===== src/rtl/vga_arb_pkg.sv =====
// Shared types and constants for the VGA framebuffer write-port arbiter.
// Requester indices name the producers wired to the arbiter inputs.
package vga_arb_pkg;

  typedef enum logic [1:0] {
    IDLE  = 2'd0,
    OWNED = 2'd1,
    GAP   = 2'd2
  } arb_state_e;

  localparam int DEF_X_W     = 9;
  localparam int DEF_Y_W     = 8;
  localparam int DEF_COLOR_W = 3;

  localparam int REQ_BG     = 0;
  localparam int REQ_SPRITE = 1;
  localparam int REQ_ANIM   = 2;

  localparam int MAX_REQ = 8;

  // Index of the set bit of a one-hot vector (zero when none is set).
  function automatic logic [2:0] onehot_to_idx(input logic [MAX_REQ-1:0] oh);
    logic [2:0] idx;
    idx = 3'd0;
    for (int i = 0; i < MAX_REQ; i++) begin
      idx = idx | (oh[i] ? 3'(i) : 3'd0);
    end
    return idx;
  endfunction

endpackage


===== src/rtl/vga_write_arbiter_rr_picker.sv =====
// Combinational round-robin picker: the search starts one past the last owner
// and wraps, so the most recent owner has the lowest priority.
module rr_picker #(
  parameter int N  = 3,
  parameter int LW = 2
) (
  input  logic [N-1:0]  req_i,
  input  logic [LW-1:0] last_owner_i,
  output logic [N-1:0]  winner_o,
  output logic          valid_o
);

  logic [N-1:0]  win;
  logic          found;
  logic [LW-1:0] idx;

  // First requester after last_owner in circular order wins.
  always_comb begin
    win   = '0;
    found = 1'b0;
    idx   = '0;
    for (int k = 1; k <= N; k++) begin
      idx = LW'((int'(last_owner_i) + k) % N);
      if (!found && req_i[idx]) begin
        win[idx] = 1'b1;
        found    = 1'b1;
      end else begin
        found = found;
      end
    end
  end

  assign winner_o = win;
  assign valid_o  = found;

endmodule


===== src/rtl/vga_write_arbiter.sv =====
// Round-robin owner of the single VGA framebuffer write port. Only the current
// owner's pixels reach the adapter, through one register stage.
module vga_write_arbiter
  import vga_arb_pkg::*;
#(
  parameter int NUM_REQ = 3,
  parameter int X_W     = DEF_X_W,
  parameter int Y_W     = DEF_Y_W,
  parameter int COLOR_W = DEF_COLOR_W
) (
  input  logic                         clock,
  input  logic                         reset,
  input  logic [NUM_REQ-1:0]           req,
  output logic [NUM_REQ-1:0]           grant,
  input  logic [NUM_REQ-1:0]           pix_valid,
  input  logic [NUM_REQ*X_W-1:0]       pix_x,
  input  logic [NUM_REQ*Y_W-1:0]       pix_y,
  input  logic [NUM_REQ*COLOR_W-1:0]   pix_color,
  output logic                         vga_plot,
  output logic [X_W-1:0]               vga_x,
  output logic [Y_W-1:0]               vga_y,
  output logic [COLOR_W-1:0]           vga_color,
  output logic                         busy,
  output logic                         drop_err
);

  localparam int LW = $clog2(NUM_REQ);
  localparam logic [LW-1:0] LAST_RST = LW'(NUM_REQ - 1);

  arb_state_e           state_q, state_d;
  logic [NUM_REQ-1:0]   grant_q, grant_d;
  logic [LW-1:0]        last_owner_q, last_owner_d;
  logic                 plot_q, plot_d;
  logic [X_W-1:0]       x_q, x_d;
  logic [Y_W-1:0]       y_q, y_d;
  logic [COLOR_W-1:0]   color_q, color_d;
  logic                 busy_q;
  logic                 drop_q, drop_d;

  logic [NUM_REQ-1:0]   pick_oh;
  logic                 pick_valid;
  logic [NUM_REQ-1:0]   accept;

  rr_picker #(
    .N  (NUM_REQ),
    .LW (LW)
  ) u_picker (
    .req_i        (req),
    .last_owner_i (last_owner_q),
    .winner_o     (pick_oh),
    .valid_o      (pick_valid)
  );

  assign accept = grant_q & pix_valid;

  // Ownership FSM: grant is only ever non-zero in OWNED.
  always_comb begin
    state_d      = state_q;
    grant_d      = grant_q;
    last_owner_d = last_owner_q;
    case (state_q)
      IDLE: begin
        if (pick_valid) begin
          grant_d      = pick_oh;
          last_owner_d = LW'(onehot_to_idx(MAX_REQ'(pick_oh)));
          state_d      = OWNED;
        end else begin
          grant_d = '0;
        end
      end
      OWNED: begin
        if (~|(req & grant_q)) begin
          grant_d = '0;
          state_d = GAP;
        end else begin
          grant_d = grant_q;
        end
      end
      GAP: begin
        grant_d = '0;
        state_d = IDLE;
      end
      default: begin
        grant_d = '0;
        state_d = IDLE;
      end
    endcase
  end

  // Pixel path: forward the owner's fields, hold coordinates when idle.
  always_comb begin
    plot_d  = |accept;
    x_d     = x_q;
    y_d     = y_q;
    color_d = color_q;
    for (int i = 0; i < NUM_REQ; i++) begin
      if (accept[i]) begin
        x_d     = pix_x[i*X_W +: X_W];
        y_d     = pix_y[i*Y_W +: Y_W];
        color_d = pix_color[i*COLOR_W +: COLOR_W];
      end else begin
        x_d = x_d;
      end
    end
    drop_d = drop_q | (|(pix_valid & ~grant_q));
  end

  // State and output registers with synchronous reset.
  always_ff @(posedge clock) begin
    if (reset) begin
      state_q      <= IDLE;
      grant_q      <= '0;
      last_owner_q <= LAST_RST;
      plot_q       <= 1'b0;
      x_q          <= '0;
      y_q          <= '0;
      color_q      <= '0;
      busy_q       <= 1'b0;
      drop_q       <= 1'b0;
    end else begin
      state_q      <= state_d;
      grant_q      <= grant_d;
      last_owner_q <= last_owner_d;
      plot_q       <= plot_d;
      x_q          <= x_d;
      y_q          <= y_d;
      color_q      <= color_d;
      busy_q       <= |grant_d;
      drop_q       <= drop_d;
    end
  end

  assign grant     = grant_q;
  assign vga_plot  = plot_q;
  assign vga_x     = x_q;
  assign vga_y     = y_q;
  assign vga_color = color_q;
  assign busy      = busy_q;
  assign drop_err  = drop_q;

endmodule


===== config.mk =====
export PLATFORM = sky130hd
export DESIGN_NAME = vga_write_arbiter
export DESIGN_NICKNAME = d
export VERILOG_FILES = /design/src/rtl/vga_arb_pkg.sv /design/src/rtl/vga_write_arbiter_rr_picker.sv /design/src/rtl/vga_write_arbiter.sv
export SDC_FILE = /design/constraint.sdc
export NUM_CORES = 1
export LEC_CHECK = 0
export CORE_MARGIN = 1
export CORE_UTILIZATION = 38
export DETAILED_ROUTE_END_ITERATION = 16
export PLACE_DENSITY_LB_ADDON = 0.12
export SYNTH_ARGS = -nofsm -noshare
export SYNTH_HDL_FRONTEND = slang
export SYNTH_SLANG_ARGS = --single-unit

===== constraint.sdc =====
create_clock -name clock -period 2.29 [get_ports clock]
set_clock_uncertainty 0.15 [all_clocks]
set_input_delay 0.458 -clock clock [delete_from_list [all_inputs] [get_ports clock]]
set_output_delay 0.458 -clock clock [all_outputs]
set_load 0.005 [all_outputs]

==> metrics, run 1 <==
crit end category=flip-flop; RSZ-0062 raised after global routing=false; worst-skew pair later-pin latency=~0.28 ns; Post-Syn Nets=267; Sw Share=between 30% and 40%; post-route cell area=2890 um^2; time the worst path needs with I/O delays and setup=between 2 and 2.5 ns; type of the worst min-delay path=reg2reg; syn avg cell area=around 8.6 um^2; Wirelength per Cell=roughly 13 um; final setup fails=0; Sequential Power Share=around 31%; Max Clock Freq=between 400 and 500 MHz; most frequent cell after synthesis=dfxtp_1; class of the most critical setup path=reg2reg; max-slew violations=0; Worst EP required=2.31 ns; ant diodes=0; internal power=~1.7 mW; startpoint types=flip-flop; Final Hold Fails=0; Multi-input gate area=~1000 um^2; initial antenna violation count=0; Final WS setup=~0.11 ns; # Max-Cap Violations=0; share of the synthesized area in the top cell type=between 30 and 40%; total number of yosys warnings=0; Worst slew margin=roughly 75%; I/O pins=94; Yosys reg bits=30; register area=between 600 and 700 um^2; Comb power frac=between 50% and 60%; Final Power=around 2.5 mW; vias post-DR=1767; run status=finished clean; Power Density=a little under 900 nW/um^2; post-synthesis sequential area ratio=roughly 36%; CTS H-tree depth=2; IO buf count=93; Tightest Pin Transition=roughly 0.37 ns; Final Net Count=~370; Total Routing Usage GR=roughly a fifth; Setup WS pre-CTS=-0.0842 ns; Critical Path AT=2.20 ns; area leader, netlist=dfxtp_1; Clock Sinks=30; P&R area growth vs syn=72.6%; clock root cell=clkbuf_8; Mapped Cells=approximately 200; final core occ=between 70% and 80%; vias in the first global route=roughly 1.6k; number of fill cells=roughly 340; Die ar.=4670 um^2; Starting Density=40.6%; largest net degree at the start of global routing=23; DRC errors left=0; Pleak=about 1.3 nW; Final period util=~95%; CP Max Fanout=7; final wirelength=4.52 mm; GP Congestion=0.805; Die X=68.3 um; Post-synth EDFFs=0; Post CTS Setup Buffer Count=0; CTS tree=yes; Mapped Area=1670 um^2; worst IR drop on VDD=428 uV; Clock power frac=between 15 and 20%; gr ovfl total=0; Synth area leaders=dfxtp_1, mux2i_1, a22o_1; die height=~68 um; DRT antenna net count=0; CTS buffer count=5; core area=4120 um^2; Cell Area, Placed=2750 um^2; first-pass GRT wire length=~7 mm; CTS resizes=0; DP Wirelength=~3.5 mm; Post-synth top cells=dfxtp_1, nor2_1, a21oi_1, mux2i_1, a22o_1; clock slew at reported path FFs=around 0.07 ns; Unique masters post-synth=34; ys async rst share=0%; vias per cell=5.03; initial drt markers=43; drt pass-1 iters=4; Top FF cell, synth=dfxtp_1; Post-CTS Hold Fix Bufs=0; cell row count=23; Max clock buf depth=2; net switching power=between 800 and 900 uW; share of cells above drive strength 1=a little under an eighth; setup_tns=0 ns
power by group through the flow:
stage	combinational (mW)	sequential (mW)	clock (mW)
after floorplan	0.649	0.771	0
after global placement	1.20	0.776	0
after detailed placement	1.21	0.777	0
after CTS	1.22	0.769	0.438
after global routing	1.41	0.802	0.465
final	1.29	0.780	0.426
worst paths after layout:
kind                                 startpoint        to  slack, ns  cells past startpoint
worst max register to register  last_owner_q[0]      busy       0.11                      8
worst min register to register         vga_x[4]  vga_x[4]       0.33                      1
worst max-delay path            last_owner_q[0]      busy       0.11                      8
worst min-delay path                   vga_x[4]  vga_x[4]       0.33                      1
per-stage QoR:
| step | hold slack [ns] | std cells |
|---|---|---|
| floorplan | 0.316 | 195 |
| global placement | 0.309 | 343 |
| detailed placement | 0.314 | 343 |
| CTS | 0.333 | 351 |
| global route | 0.344 | 351 |
| finish | 0.330 | 351 |
flip-flops by register name (all words and copies together), names as in the netlist:
signal / cells
vga_x: 9
vga_y: 8
grant: 3
vga_color: 3
last_owner_q: 2
state_q: 2
busy: 1
drop_err: 1
vga_plot: 1
layout by cell type, fill, tap and decap left out, types with 2 or more instances in the layout:
cell,netlist,layout
a211oi_1,2,2
a21oi_1,24,24
a22o_1,20,20
a311oi_1,2,2
buf_4,2,17
clkbuf_8,0,6
clkdlybuf4s50_1,0,93
dfxtp_1,30,28
dfxtp_2,0,2
ha_4,0,2
inv_1,9,9
mux2i_1,24,24
nand2_1,10,10
nand2b_1,2,2
nand3_1,3,3
nand3b_1,2,2
nor2_1,29,29
o211ai_1,2,2
o21ai_0,3,3
or2_1,2,2
final cells by class:
cell class                      count  share of cell area, %
Tap cell                           50                   2.17
Multi-Input combinational cell    143                   35.2
Sequential cell                    30                   20.9
Timing Repair Buffer              111                   37.4
Inverter                            9                   1.17
Clock inverter                      1                  0.173
Clock buffer                        7                   2.99
kinds of logic after synthesis:
group | synth area share (%)
DFF | 35.9
buffers and inverters | 5.99
adders and majority gates | 2.99
muxes | 14.4
and+or+nand+nor | 13.9
AOI/OAI and AO/OA | 26.8
metal layers:
layer / global-route usage, % / vias to the layer above / routed length (um)
met3: 9.00 / 5 / 395
met4: 6.77 / 0 / 48
met2: 34.3 / 67 / 2190
li1: - / 917 / -
met1: 23.2 / 778 / 1880
met5: 0 / - / 0
critical path, cell delays in order, from the launching register on:
cell,delay [ns]
dfxtp_2,0.34
inv_1,0.16
ha_4,0.21
mux2i_1,0.19
or2_1,0.19
nand2_1,0.07
a211o_1,0.28
a41o_2,0.26
or2_1,0.22
(Power assumes the default switching activity.)
==> run 2: changes to the inputs <==
--- a/config.mk
+++ b/config.mk
@@ -8,7 +8,10 @@
 export CORE_MARGIN = 1
 export CORE_UTILIZATION = 38
 export DETAILED_ROUTE_END_ITERATION = 16
+export GPL_TIMING_DRIVEN = 1
+export HOLD_SLACK_MARGIN = 0.1
 export PLACE_DENSITY_LB_ADDON = 0.12
+export SETUP_SLACK_MARGIN = 0.02
 export SYNTH_ARGS = -nofsm -noshare
 export SYNTH_HDL_FRONTEND = slang
 export SYNTH_SLANG_ARGS = --single-unit
==> results of run 2 <==
Same layout as run 1: the final DEF is identical, and so are final timing and power.
==> edit: new RTL, config.mk and constraints of run 1 <==
Put one more register stage on the output `drop_err`. The value now appears one clock later. The other outputs are not delayed to match.
--- a/src/rtl/vga_write_arbiter.sv
+++ b/src/rtl/vga_write_arbiter.sv
@@ -136,7 +136,9 @@
   assign vga_y     = y_q;
   assign vga_color = color_q;
   assign busy      = busy_q;
-  assign drop_err  = drop_q;
+  always_ff @(posedge clock) begin
+    drop_err <= drop_q;
+  end
 
 endmodule
 
Check against the original RTL: not equivalent (Yosys sat finds a counterexample within 4 cycles, from zero or initial values and one cycle with reset high).
==> edit against run 1 <==
- worst setup slack worse by 8.7 ps
- design area up 0.48%
- sequential cell count up 1
- synthesized area up 1.6%
- critical endpoint unchanged
- worst hold slack worse by 130 ps
- via count up 3.8%
- largest power group unchanged
- total power down 0.25%
- critical path depth unchanged
- first-iteration DRC count up 150%
- count of clock-buffer cells in the layout up 1
- synthesized cell count up 1.5%
- routed wire length up 6.2%
==> edit: results (changes against run 1) <==
[status]
status=completed

[timing]
worst_pin_slew_ps=520  ; +150 ps

[setup_path]
cpPeakStageDelay_ps=390  ; +50 ps
path_max_fanout=7  ; unchanged
crit_type=reg -> reg
cp.arrival_ps=2200  ; about the same
cpMaxStageDelayCell=dfxtp_1
reg2reg_slack_ps=110
r2r-start=last_owner_q[0]$_SDFFE_PP0P_
r2r_cells=8  ; unchanged

[synth]
synthArstFlopShare_pct=0  ; unchanged
yosysUniqueCellTypes=39  ; +15%
yosysWarningCount=0  ; unchanged
ys_dominant_reg_cell=dfxtp_1
syn-num-nets=270  ; +1.1%
synthTopCellsByCount=dfxtp_1 (31), nor2_1 (29), a21oi_1 (26)
ys_seq_area_share_pct=36.5  ; +0.60 points
synth.top_cells.by_area=dfxtp_1 (37%), mux2i_1 (14%), a22o_1 (10%), a21oi_1 (7.7%), nor2_1 (6.4%)

[power_and_ir_drop]
power.leakage_nw=1.27  ; -0.88%
peakVddDrop_v=0.000402  ; -6.0%

[cells_and_area]
layout-drive-gt1-share_pct=11.0  ; -1.0 points
insertedDiodeCount=0  ; unchanged
largest_register_ffs=9  ; unchanged
nets=372  ; unchanged

[routing]
routedWlPerCell_um=13.7  ; +6.2%
drt_iter0_drc=106  ; +150%
viasPerCell=5.23  ; +3.8%
firstDrtPassIters=4  ; unchanged

[global_route]
grt_pass1_wl_um=7400  ; +3.1%
overflow=0  ; unchanged
grt_max_degree=23  ; unchanged
track_usage_pct=21.0  ; +0.44 points
grt_antenna_before_repair=0  ; unchanged
grt_pass1_vias=1675  ; +2.1%

[placed_design]
place_hpwl_um=3650  ; +5.2%
routabilityCongestion=0.911  ; +13%
place_ws_ps=-55.0  ; +29.2 ps
io_buffers=93  ; unchanged

[clock_tree]
clk_latency_ps=270
clk_pin_slew_worst_paths_ps=60
cts_inserted_buffers=5  ; unchanged
htree_num_levels=2  ; unchanged
clk_path_buf_depth=2  ; unchanged

[hold_path]
min_to=drop_err$_DFF_P_
whs_path_depth=0  ; -1
min_from=drop_q$_SDFF_PP0_

## edit: metal layers
layer  wire [um]  vias up  track usage [%]
li1            -      929                -
met1        2080      827             26.0
met2        2310       77             33.5
met3         380        2             7.89
met4          27        0             6.38
met5           0        -                0
## edit: worst max-delay path: cells and delay by family (launching register included)
kind,cells,cell delay [ps]
AND/OR/NAND/NOR,3,440
flip-flops,1,390
adder cells (fa/ha/maj),1,390
AO/OA/AOI/OAI,1,270
buffers and inverters,2,240
multiplexers,1,200
## edit: layout make-up
type	instances	area (sq um)
Fill cell	347	1240
Timing Repair Buffer	107	1060
Multi-Input combinational cell	148	1030
Sequential cell	31	621
Clock buffer	8	100
Tap cell	50	62.6
Inverter	7	26.3
## edit: worst max-delay path by stage
| stage | end | slack, ps | cells past startpoint |
|---|---|---|---|
| 2_1_floorplan | busy$_SDFF_PP0_ | 300 | 8 |
| 3_3_place_gp | busy$_SDFF_PP0_ | 20 | 7 |
| 3_5_place_dp | busy$_SDFF_PP0_ | -50 | 7 |
| 4_1_cts | busy$_SDFF_PP0_ | 90 | 8 |
| 5_1_grt | busy$_SDFF_PP0_ | 1 | 8 |
| 6_report | busy$_SDFF_PP0_ | 110 | 8 |
## edit: stage by stage
step / std cells / utilization [%] / TNS, ps / hold WS (ps) / instance area (sq um)
floorplan: 198 / - / 0 / 181 / 1700
global placement: 343 / 67.0 / 0 / 190 / 2780
detailed placement: 343 / 67.0 / -78.1 / 192 / 2780
CTS: 351 / 69.4 / 0 / 203 / 2880
global route: 351 / 70.0 / 0 / 210 / 2900
finish: 351 / 70.0 / 0 / 201 / 2900
## edit: logic make-up (layout without fill, tap and decap cells)
logic type,after synthesis,after routing,synth area share [%]
AO/OA/AOI/OAI,65,65,27.2
AND/OR/NAND/NOR,56,56,15.2
flip-flops,31,31,36.5
multiplexers,23,23,13.5
buffers and inverters,19,122,4.57
adder cells (fa/ha/maj),4,4,2.95
## edit: what timing repair did
item                       in CTS  in global routing
setup buffers                   0                  0
gates resized for setup         0                  4
hold endpoints to repair        0                  0
setup endpoints to repair       0                  3
## edit: report_power, final
group / internal [mW] / leakage [nW] / switching, mW
Clock: 0.274 / 0.0515 / 0.187
Sequential: 0.683 / 0.254 / 0.111
Combinational: 0.698 / 0.964 / 0.540
